`src/rtl/fane_pkg.sv`:
```
// fane_pkg: shared FP8 constants, driver state encoding and format check.
// Imported by the fane_mac driver and the fane_mac datapath.
package fane_pkg;

  localparam int FP8_W = 8;

  typedef enum logic [1:0] {
    IDLE,
    ISSUE,
    WAIT,
    DONE
  } state_t;

  function automatic bit fmt_ok(input int exp_w, input int mant_w);
    return (exp_w + mant_w + 1) == FP8_W;
  endfunction

endpackage

```
`src/rtl/fane_mac_driver_if.sv`:
```
// fane_mac_driver_if: bus between the driver and one fane_mac unit.
// master = driver end, slave = fane_mac end.
interface fane_mac_driver_if;
  import fane_pkg::*;

  logic             mac_ce;
  logic             mac_ce_a_1;
  logic             mac_ce_a_2;
  logic             mac_ce_b_1;
  logic             mac_ce_b_2;
  logic [FP8_W-1:0] mac_a;
  logic [FP8_W-1:0] mac_b;
  logic [FP8_W-1:0] mac_cascade_sum_in;
  logic [FP8_W-1:0] mac_acc_out;

  modport master (
    output mac_ce,
    output mac_ce_a_1,
    output mac_ce_a_2,
    output mac_ce_b_1,
    output mac_ce_b_2,
    output mac_a,
    output mac_b,
    output mac_cascade_sum_in,
    input  mac_acc_out
  );

  modport slave (
    input  mac_ce,
    input  mac_ce_a_1,
    input  mac_ce_a_2,
    input  mac_ce_b_1,
    input  mac_ce_b_2,
    input  mac_a,
    input  mac_b,
    input  mac_cascade_sum_in,
    output mac_acc_out
  );

endinterface

```
`src/rtl/fane_mac_beat_timer.sv`:
```
// fane_mac_beat_timer: loadable down-counter timing one MAC beat.
// Loads MAC_LAT-1, counts down while dec is high, stops at zero.
module fane_mac_beat_timer #(
  parameter int MAC_LAT = 4,
  localparam int W = (MAC_LAT > 1) ? $clog2(MAC_LAT) : 1
) (
  input  logic clk,
  input  logic rst_n,
  input  logic load,
  input  logic dec,
  output logic zero
);

  logic [W-1:0] cnt;

  always_ff @(posedge clk or negedge rst_n) begin
    if (!rst_n) begin
      cnt <= '0;
    end else if (load) begin
      cnt <= W'(MAC_LAT - 1);
    end else if (dec && cnt != '0) begin
      cnt <= cnt - 1'b1;
    end
  end

  assign zero = (cnt == '0);

endmodule

```
`src/rtl/fane_mac_driver.sv`:
```
// fane_mac_driver: sequences one dot-product job through a fane_mac,
// chaining acc_out back into cascade_sum_in beat by beat.
module fane_mac_driver
  import fane_pkg::*;
#(
  parameter int EXP_WIDTH  = 2,
  parameter int MANT_WIDTH = 5,
  parameter int MAC_LAT    = 4,
  parameter int LEN_W      = 8
) (
  input  logic             clk,
  input  logic             rst_n,
  input  logic             start,
  input  logic [FP8_W-1:0] bias,
  input  logic [LEN_W-1:0] vec_len,
  input  logic             op_valid,
  output logic             op_ready,
  input  logic [FP8_W-1:0] op_a,
  input  logic [FP8_W-1:0] op_b,
  fane_mac_driver_if.master mac,
  output logic             res_valid,
  output logic [FP8_W-1:0] res_data,
  input  logic             res_ready,
  output logic             busy
);

  if (!fmt_ok(EXP_WIDTH, MANT_WIDTH) || MAC_LAT < 1) begin : g_bad_cfg
    $error("fane_mac_driver: illegal FP8 format or MAC_LAT");
  end

  state_t           state;
  logic [FP8_W-1:0] partial;
  logic [LEN_W-1:0] remaining;
  logic             ce_q;
  logic [FP8_W-1:0] a_q;
  logic [FP8_W-1:0] b_q;
  logic [FP8_W-1:0] casc_q;
  logic             t_load;
  logic             t_zero;

  assign t_load = (state == ISSUE) && op_valid && op_ready;

  fane_mac_beat_timer #(
    .MAC_LAT(MAC_LAT)
  ) u_timer (
    .clk  (clk),
    .rst_n(rst_n),
    .load (t_load),
    .dec  (state == WAIT),
    .zero (t_zero)
  );

  always_ff @(posedge clk or negedge rst_n) begin
    if (!rst_n) begin
      state     <= IDLE;
      partial   <= '0;
      remaining <= '0;
      ce_q      <= 1'b0;
      a_q       <= '0;
      b_q       <= '0;
      casc_q    <= '0;
      op_ready  <= 1'b0;
      res_valid <= 1'b0;
      res_data  <= '0;
      busy      <= 1'b0;
    end else begin
      unique case (state)
        IDLE: begin
          if (start) begin
            partial   <= bias;
            remaining <= vec_len;
            busy      <= 1'b1;
            if (vec_len == '0) begin
              res_data <= bias;
              state    <= DONE;
            end else begin
              op_ready <= 1'b1;
              ce_q     <= 1'b1;
              state    <= ISSUE;
            end
          end
        end
        ISSUE: begin
          if (op_valid) begin
            a_q      <= op_a;
            b_q      <= op_b;
            casc_q   <= partial;
            op_ready <= 1'b0;
            state    <= WAIT;
          end
        end
        WAIT: begin
          if (t_zero) begin
            partial   <= mac.mac_acc_out;
            remaining <= remaining - 1'b1;
            if (remaining == LEN_W'(1)) begin
              res_data  <= mac.mac_acc_out;
              res_valid <= 1'b1;
              ce_q      <= 1'b0;
              state     <= DONE;
            end else begin
              op_ready <= 1'b1;
              state    <= ISSUE;
            end
          end
        end
        DONE: begin
          // empty jobs arrive here with res_valid still low
          if (!res_valid) begin
            res_valid <= 1'b1;
          end else if (res_ready) begin
            res_valid <= 1'b0;
            busy      <= 1'b0;
            state     <= IDLE;
          end
        end
        default: state <= IDLE;
      endcase
    end
  end

  assign mac.mac_ce             = ce_q;
  assign mac.mac_ce_a_1         = ce_q;
  assign mac.mac_ce_a_2         = ce_q;
  assign mac.mac_ce_b_1         = ce_q;
  assign mac.mac_ce_b_2         = ce_q;
  assign mac.mac_a              = a_q;
  assign mac.mac_b              = b_q;
  assign mac.mac_cascade_sum_in = casc_q;

endmodule

```
`src/flat_wrapper.sv`:
```
// flat-port wrapper written by rule: the top's interface ports become plain ports
module fane_mac_driver_flat import fane_pkg::*;
#(
  parameter int EXP_WIDTH  = 2,
  parameter int MANT_WIDTH = 5,
  parameter int MAC_LAT    = 4,
  parameter int LEN_W      = 8
)
  (clk, rst_n, start, bias, vec_len, op_valid, op_ready, op_a, op_b, res_valid, res_data, res_ready, busy, mac_mac_ce, mac_mac_ce_a_1, mac_mac_ce_a_2, mac_mac_ce_b_1, mac_mac_ce_b_2, mac_mac_a, mac_mac_b, mac_mac_cascade_sum_in, mac_mac_acc_out);
  fane_mac_driver_if mac_i ();
  input  logic clk;
  input  logic rst_n;
  input  logic start;
  input  logic [FP8_W-1:0] bias;
  input  logic [LEN_W-1:0] vec_len;
  input  logic op_valid;
  output logic op_ready;
  input  logic [FP8_W-1:0] op_a;
  input  logic [FP8_W-1:0] op_b;
  output logic res_valid;
  output logic [FP8_W-1:0] res_data;
  input  logic res_ready;
  output logic busy;
  output wire logic [$bits(mac_i.mac_ce)-1:0] mac_mac_ce;
  output wire logic [$bits(mac_i.mac_ce_a_1)-1:0] mac_mac_ce_a_1;
  output wire logic [$bits(mac_i.mac_ce_a_2)-1:0] mac_mac_ce_a_2;
  output wire logic [$bits(mac_i.mac_ce_b_1)-1:0] mac_mac_ce_b_1;
  output wire logic [$bits(mac_i.mac_ce_b_2)-1:0] mac_mac_ce_b_2;
  output wire logic [$bits(mac_i.mac_a)-1:0] mac_mac_a;
  output wire logic [$bits(mac_i.mac_b)-1:0] mac_mac_b;
  output wire logic [$bits(mac_i.mac_cascade_sum_in)-1:0] mac_mac_cascade_sum_in;
  input wire logic [$bits(mac_i.mac_acc_out)-1:0] mac_mac_acc_out;
  assign mac_mac_ce = mac_i.mac_ce;
  assign mac_mac_ce_a_1 = mac_i.mac_ce_a_1;
  assign mac_mac_ce_a_2 = mac_i.mac_ce_a_2;
  assign mac_mac_ce_b_1 = mac_i.mac_ce_b_1;
  assign mac_mac_ce_b_2 = mac_i.mac_ce_b_2;
  assign mac_mac_a = mac_i.mac_a;
  assign mac_mac_b = mac_i.mac_b;
  assign mac_mac_cascade_sum_in = mac_i.mac_cascade_sum_in;
  assign mac_i.mac_acc_out = mac_mac_acc_out;
  fane_mac_driver #(.EXP_WIDTH(EXP_WIDTH), .MANT_WIDTH(MANT_WIDTH), .MAC_LAT(MAC_LAT), .LEN_W(LEN_W)) u_core (.clk(clk), .rst_n(rst_n), .start(start), .bias(bias), .vec_len(vec_len), .op_valid(op_valid), .op_ready(op_ready), .op_a(op_a), .op_b(op_b), .mac(mac_i), .res_valid(res_valid), .res_data(res_data), .res_ready(res_ready), .busy(busy));
endmodule
```
`config.mk`:
```
export PLATFORM = sky130hd
export DESIGN_NAME = fane_mac_driver_flat
export DESIGN_NICKNAME = d
export VERILOG_FILES = /design/src/rtl/fane_pkg.sv /design/src/rtl/fane_mac_driver_if.sv /design/src/rtl/fane_mac_beat_timer.sv /design/src/rtl/fane_mac_driver.sv /design/src/flat_wrapper.sv
export SDC_FILE = /design/constraint.sdc
export NUM_CORES = 1
export LEC_CHECK = 0
export CAP_MARGIN = 20
export CORE_MARGIN = 3
export CORE_UTILIZATION = 40
export DETAILED_ROUTE_END_ITERATION = 16
export PLACE_DENSITY = 0.74
export SETUP_SLACK_MARGIN = 0.02
export SYNTH_ARGS = -nofsm -noshare
export SYNTH_HDL_FRONTEND = slang
export SYNTH_SLANG_ARGS = --single-unit
```
`constraint.sdc`:
```
create_clock -name clk -period 3.96 [get_ports clk]
set_input_delay 0.792 -clock clk [delete_from_list [all_inputs] [get_ports clk]]
set_output_delay 0.792 -clock clk [all_outputs]
set_load 0.05 [all_outputs]
```
==> flow_metrics.env, run 1 <==
export IMPL_worstSkewPairLatency_ns=0.30
export IMPL_grt_pass1_wl_mm=9.49
export IMPL_grt_max_degree=41
export IMPL_wire_per_inst_um=15.0
export IMPL_fin_ws_ns=1.53
export IMPL_p_leak_nw=1.50
export IMPL_clock_fmax_ghz=0.411
export IMPL_antenna_found_initial=0
export IMPL_yosys_most_used_dff="dfrtp_1"
export IMPL_grt_pass1_vias=1903
export IMPL_design_area_um2=3550
export IMPL_dp_cells=374
export IMPL_synth_simple_gate_area_share=0.121
export IMPL_rsz0062_at_grt="no"
export IMPL_postPlaceCellArea_um2=3460
export IMPL_hold_viol_final=0
export IMPL_finalCriticalPeriod_ns=2.43
export IMPL_wirelength_mm=5.71
export IMPL_cts_buffers=5
export IMPL_io_pins=85
export IMPL_crit_type="in2reg"
export IMPL_ctsResizeCount=0
export IMPL_powerDensity_nw_per_um2=828
export IMPL_port_buffers=84
export IMPL_cts_hold_buf=0
export IMPL_post_route_period_util=0.615
export IMPL_synth_warnings=0
export IMPL_yosys_area_share_adder=0.0146
export IMPL_clockBufferDepth=2
export IMPL_multi_input_area_um2=1080
export IMPL_utilization=0.582
export IMPL_ant_nets=0
export IMPL_drive_gt1_frac=0.176
export IMPL_synth_edf_count=0
export IMPL_syn_num_nets=273
export IMPL_outcome="finished, final reports clean"
export IMPL_drc=0
export IMPL_area_delta_synth_final_pct=37.7
export IMPL_crit_arrival_ns=2.63
export IMPL_die_x_um=86.3
export IMPL_ys_seq_elements=56
export IMPL_num_rows=28
export IMPL_diodes=0
export IMPL_syn_inst=225
export IMPL_path_max_fanout=24
export IMPL_h_tree_depth=2
export IMPL_vias_per_cell=5.11
export IMPL_synthMuxAreaShare=0.182
export IMPL_cts_setup_buffers=0
export IMPL_cts_root_buffer="clkbuf_8"
export IMPL_drt_iter0_drc=52
export IMPL_dp_worst_setup_slack_ns=1.15
export IMPL_crit_required_ns=4.15
export IMPL_synthXorXnorAreaFrac=0.00340
export IMPL_gp_congestion=0.808
export IMPL_async_reset_ff_frac=1.00
export IMPL_final_nets=354
export IMPL_clock_sinks=56
export IMPL_register_area_um2=1400
export IMPL_setup_tns_final_ns=0
export IMPL_drtPass1Iterations=4
export IMPL_dieArea_um2=7440
export IMPL_maxSlewHeadroom=0.314
export IMPL_final_setup_viol_count=0
export IMPL_cts_tree="built"
export IMPL_core_area_um2=6100
export IMPL_max_cap_viol_count=0
export IMPL_tightest_slew_ns=1.03
export IMPL_cp_start_kind="input port"
export IMPL_fin_cells=382
export IMPL_die_y_um=86.3
export IMPL_hold_slack_ns=0.481
export IMPL_final_max_slew_viol_count=0
export IMPL_syn_avg_cell_area_um2=11.5
export IMPL_fillCellCount=513
export IMPL_end_kind="register"
export IMPL_synth_compound_area_frac=0.0995
export IMPL_worstHoldPathType="reg2reg"
export IMPL_initial_core_util=0.423
export IMPL_grt_overflow=0
export IMPL_dp_hpwl_mm=4.16
export IMPL_clkTransAtPathRegs_ns=0.10
export IMPL_syn_area_um2=2580
export IMPL_grt_util_all_layers=0.160
export IMPL_synth_top_family_by_area="multiplexers"
export IMPL_ys_types=35
export IMPL_finClkSkew_ns=0.00672
export IMPL_power_mw=2.94
export IMPL_route_vias_total=1951
export IMPL_ir_worst_vdd_uv=523
export IMPL_yosysSeqAreaShare=0.544
-- final timing paths --
kind,start,end,slack [ns],cells past startpoint
max,op_valid,u_core.mac.mac_cascade_sum_in[6]$_DFFE_PN0N_,1.53,4
min,u_core.partial[6]$_DFFE_PN0P_,u_core.partial[6]$_DFFE_PN0P_,0.48,2
max reg2reg,u_core.state[1]$_DFFE_PN0P_,u_core.mac.mac_cascade_sum_in[6]$_DFFE_PN0N_,1.89,3
min reg2reg,u_core.partial[6]$_DFFE_PN0P_,u_core.partial[6]$_DFFE_PN0P_,0.48,2
max in group asynchronous,rst_n,u_core.partial[4]$_DFFE_PN0P_,2.57,2
min in group asynchronous,rst_n,u_core.busy$_DFFE_PN0P_,0.61,1
-- area by class of cell --
cell class | instances | area share
Sequential cell | 56 | 0.395
Inverter | 6 | 0.00634
Multi-Input combinational cell | 150 | 0.305
Clock inverter | 3 | 0.00599
Timing Repair Buffer | 87 | 0.242
Tap cell | 75 | 0.0264
Clock buffer | 5 | 0.0194
-- where the power goes --
group | internal (mW) | switching [mW]
sequential | 0.822 | 0.191
combinational | 0.631 | 0.979
clock | 0.126 | 0.191
-- placed cells by master, fill, tap and decap left out, drive strengths merged --
master,n
mux2i,4
o21ai,10
ha,3
nor4,4
o32ai,1
clkinvlp,1
nor2,14
a211oi,1
a2bb2oi,1
nand2,31
or2,1
a21oi,8
o22a,4
o41ai,2
and2,1
nor3,1
a21o,1
clkinv,1
a31oi,5
dfrtp,56
nand3,6
nor3b,1
buf,4
o311ai,1
clkbuf,5
inv,7
nor2b,4
o31ai,2
xnor2,1
nand2b,2
clkdlybuf4s50,83
o21a,2
mux2,38
and3,1
-- logic make-up (layout without fill, tap and decap cells) --
logic type	after synthesis	in the layout
XOR/XNOR	1	1
flip-flops	56	56
adder cells (fa/ha/maj)	3	3
buffers and inverters	19	101
AO/OA/AOI/OAI	38	38
multiplexers	42	42
AND/OR/NAND/NOR	66	66
-- layer usage --
layer | vias up | share of wire | track usage
met5 | - | 0 | 0
met4 | 0 | 0.0040 | 0.0297
met3 | 2 | 0.070 | 0.0361
met2 | 63 | 0.50 | 0.273
met1 | 938 | 0.43 | 0.211
li1 | 948 | - | -
-- cell usage after synthesis (3+ instances only) --
library cell  instances  area share
buf_4                 4       0.012
buf_2                 5      0.0097
o22a_1                4       0.014
dfrtp_1              56        0.54
clkbuf_1              4      0.0058
ha_1                  3       0.015
inv_1                 6      0.0087
mux2i_1               4       0.016
mux2_2               38        0.17
a31oi_1               5       0.012
o21ai_0              10       0.019
nor2_1               14       0.020
a21oi_1               7       0.014
nor2b_1               4      0.0097
nor4_1                3      0.0073
nand2_1              31       0.045
nand3_1               5      0.0097
-- critical path, cell delays in order --
cell,delay (ns)
clkdlybuf4s50_1,0.48
nor2b_1,0.20
nand2_1,0.62
mux2_2,0.52
-- state kept, by name (all words and copies together) (netlist names) --
register / flops
u_core.remaining: 8
u_core.busy: 1
u_core.mac.mac_a: 8
u_core.mac.mac_cascade_sum_in: 8
u_core.state: 2
u_core.res_valid: 1
u_core.mac.mac_ce: 1
u_core.op_ready: 1
u_core.u_timer.cnt: 2
u_core.res_data: 8
u_core.partial: 8
u_core.mac.mac_b: 8
Note: power is estimated with default switching activity, not from simulation.
==> inputs of run 2 (changes only) <==
--- a/config.mk
+++ b/config.mk
@@ -9,7 +9,7 @@
 export CORE_MARGIN = 3
 export CORE_UTILIZATION = 40
 export DETAILED_ROUTE_END_ITERATION = 16
-export PLACE_DENSITY = 0.74
+export PLACE_DENSITY = 0.77
 export SETUP_SLACK_MARGIN = 0.02
 export SYNTH_ARGS = -nofsm -noshare
 export SYNTH_HDL_FRONTEND = slang
==> constraint.sdc (replaced) <==
create_clock -name clk -period 2.1 [get_ports clk]
set_input_delay 0.42 -clock clk [delete_from_list [all_inputs] [get_ports clk]]
set_output_delay 0.42 -clock clk [all_outputs]
set_load 0.05 [all_outputs]
==> flow_metrics.env, run 2 (synthesis results as in run 1) <==
export IMPL_outcome="finished, final reports clean"
export IMPL_initial_core_util=0.423
export IMPL_route_vias_total=1997
export IMPL_antenna_found_initial=0
export IMPL_diodes=0
export IMPL_wire_per_inst_um=15.1
export IMPL_power_mw=5.80
export IMPL_drive_gt1_frac=0.203
export IMPL_p_leak_nw=1.57
export IMPL_critPathMaxStageDelay_ns=0.83
export IMPL_drt_iter0_drc=67
export IMPL_r2r_end="u_core.res_data[5]$_DFFE_PN0P_"
export IMPL_die_x_um=86.3
export IMPL_cts_root_buffer="clkbuf_8"
export IMPL_dp_hpwl_mm=4.29
export IMPL_core_area_um2=6100
export IMPL_tightest_slew_ns=0.532
export IMPL_ff2ff_path_depth=4
export IMPL_hold_viol_final=0
export IMPL_path_buf_inv=1
export IMPL_use_met1=0.208
export IMPL_max_cap_viol_count=0
export IMPL_die_y_um=86.3
export IMPL_area_delta_synth_final_pct=42.6
export IMPL_crit_type="reg2out"
export IMPL_path_cells="clkdlybuf4s50_1"
export IMPL_final_nets=363
export IMPL_grt_max_degree=57
export IMPL_vias_per_cell=5.11
export IMPL_post_route_period_util=0.946
export IMPL_clkTransAtPathRegs_ns=0.10
export IMPL_grt_pass1_vias=2001
export IMPL_rsz0062_at_grt="no"
export IMPL_final_setup_viol_count=0
export IMPL_r2r_start="u_core.state[0]$_DFFE_PN0P_"
export IMPL_maxSlewHeadroom=0.644
export IMPL_gp_congestion=0.831
export IMPL_h_tree_depth=2
export IMPL_mostFrequentLayoutCells="83 x clkdlybuf4s50_1, 56 x dfrtp_1, 38 x mux2_2, 31 x nand2_1, 14 x nor2_1"
export IMPL_ant_nets=0
export IMPL_drc=0
export IMPL_crit_arrival_ns=1.57
export IMPL_crit_required_ns=1.68
export IMPL_path_delay_family="buffers and inverters"
export IMPL_clock_sinks=56
export IMPL_postPlaceCellArea_um2=3550
export IMPL_clockBufferDepth=2
export IMPL_cts_buffers=5
export IMPL_num_rows=28
export IMPL_ir_worst_vdd_uv=972
export IMPL_path_max_fanout=6
export IMPL_io_pins=85
export IMPL_port_buffers=84
export IMPL_drtPass1Iterations=4
export IMPL_fillCellCount=536
export IMPL_end_kind="output pin"
export IMPL_grt_pass1_wl_mm=9.65
export IMPL_finClkSkew_ns=0.00799
export IMPL_design_area_um2=3670
export IMPL_finalCriticalPeriod_ns=1.99
export IMPL_critical_path_depth=1
export IMPL_slowest_stage="clkdlybuf4s50_1"
export IMPL_layout_commonest_cell="clkdlybuf4s50_1"
export IMPL_grtUsageMet2=0.277
export IMPL_busiest_layer="met2"
export IMPL_worstHoldPathType="in2async"
export IMPL_cp_start_kind="register"
export IMPL_cts_tree="built"
export IMPL_regToRegSetupSlack_ns=0.19
export IMPL_worstSkewPairLatency_ns=0.30
export IMPL_wirelength_mm=5.90
export IMPL_dieArea_um2=7440
export IMPL_grt_overflow=0
export IMPL_powerDensity_nw_per_um2=1580
export IMPL_grtUsageMet3=0.0342
export IMPL_grt_util_all_layers=0.161
export IMPL_final_max_slew_viol_count=0
export IMPL_clock_fmax_ghz=0.503
==> run 2: cell count changes in the layout (fill, tap and decap cells not counted) <==
cell        change
clkinvlp_4      -1
clkinv_2        -1
nor4_1          -1
bufinv_16       +1
buf_12          +2
inv_6           -1
nor4_2          +1
clkinv_4        +2
buf_4           +7
==> run 2: through the flow <==
step	setup slack, ns	cells	hold slack, ns	utilization	setup TNS (ns)
2_1_floorplan	0.343	225	0.124	-	0
3_3_place_gp	-0.156	383	0.439	0.583	-1.15
5_1_grt	0.0323	391	0.105	0.603	0
3_5_place_dp	-0.249	383	0.445	0.583	-1.85
4_1_cts	0.0836	391	0.0991	0.602	0
6_report	0.113	391	0.100	0.603	0
==> run 2: timing repair <==
| action | CTS | global route |
|---|---|---|
| gates resized for setup | 0 | 1 |
| setup buffers | 0 | 0 |
| setup endpoints to repair | 0 | 7 |
| hold buffers | 0 | 0 |
==> run 2: routing by layer <==
metal	up-vias	wire [µm]
li1	961	-
met1	962	2550
met2	66	2950
met3	8	332
met4	0	74
met5	-	0
==> run 2: final cells by class <==
type | count | area, µm² | share of cell area
sequential | 56 | 1400 | 0.381
multi-input combinational | 150 | 1090 | 0.297
timing repair buffer | 96 | 951 | 0.259
tap | 75 | 93.8 | 0.0255
clock buffer | 5 | 68.8 | 0.0187
clock inverter | 3 | 47.5 | 0.0129
inverter | 6 | 22.5 | 0.00613
==> run 2: power by group <==
part	internal [mW]	switching, mW
combinational	1.28	1.92
clock	0.360	0.359
sequential	1.55	0.337
total	3.19	2.62
==> run 2: worst max-delay path by stage <==
stage / startpoint / to
2_1_floorplan: u_core.remaining[1]$_DFFE_PN0P_ / u_core.res_data[0]$_DFFE_PN0P_
3_3_place_gp: vec_len[2] / u_core.res_data[2]$_DFFE_PN0P_
3_5_place_dp: vec_len[2] / u_core.res_data[4]$_DFFE_PN0P_
4_1_cts: u_core.mac.mac_ce$_DFFE_PN0P_ / mac_mac_ce_a_1
5_1_grt: u_core.mac.mac_ce$_DFFE_PN0P_ / mac_mac_ce_a_2
6_report: u_core.mac.mac_ce$_DFFE_PN0P_ / mac_mac_ce_a_1
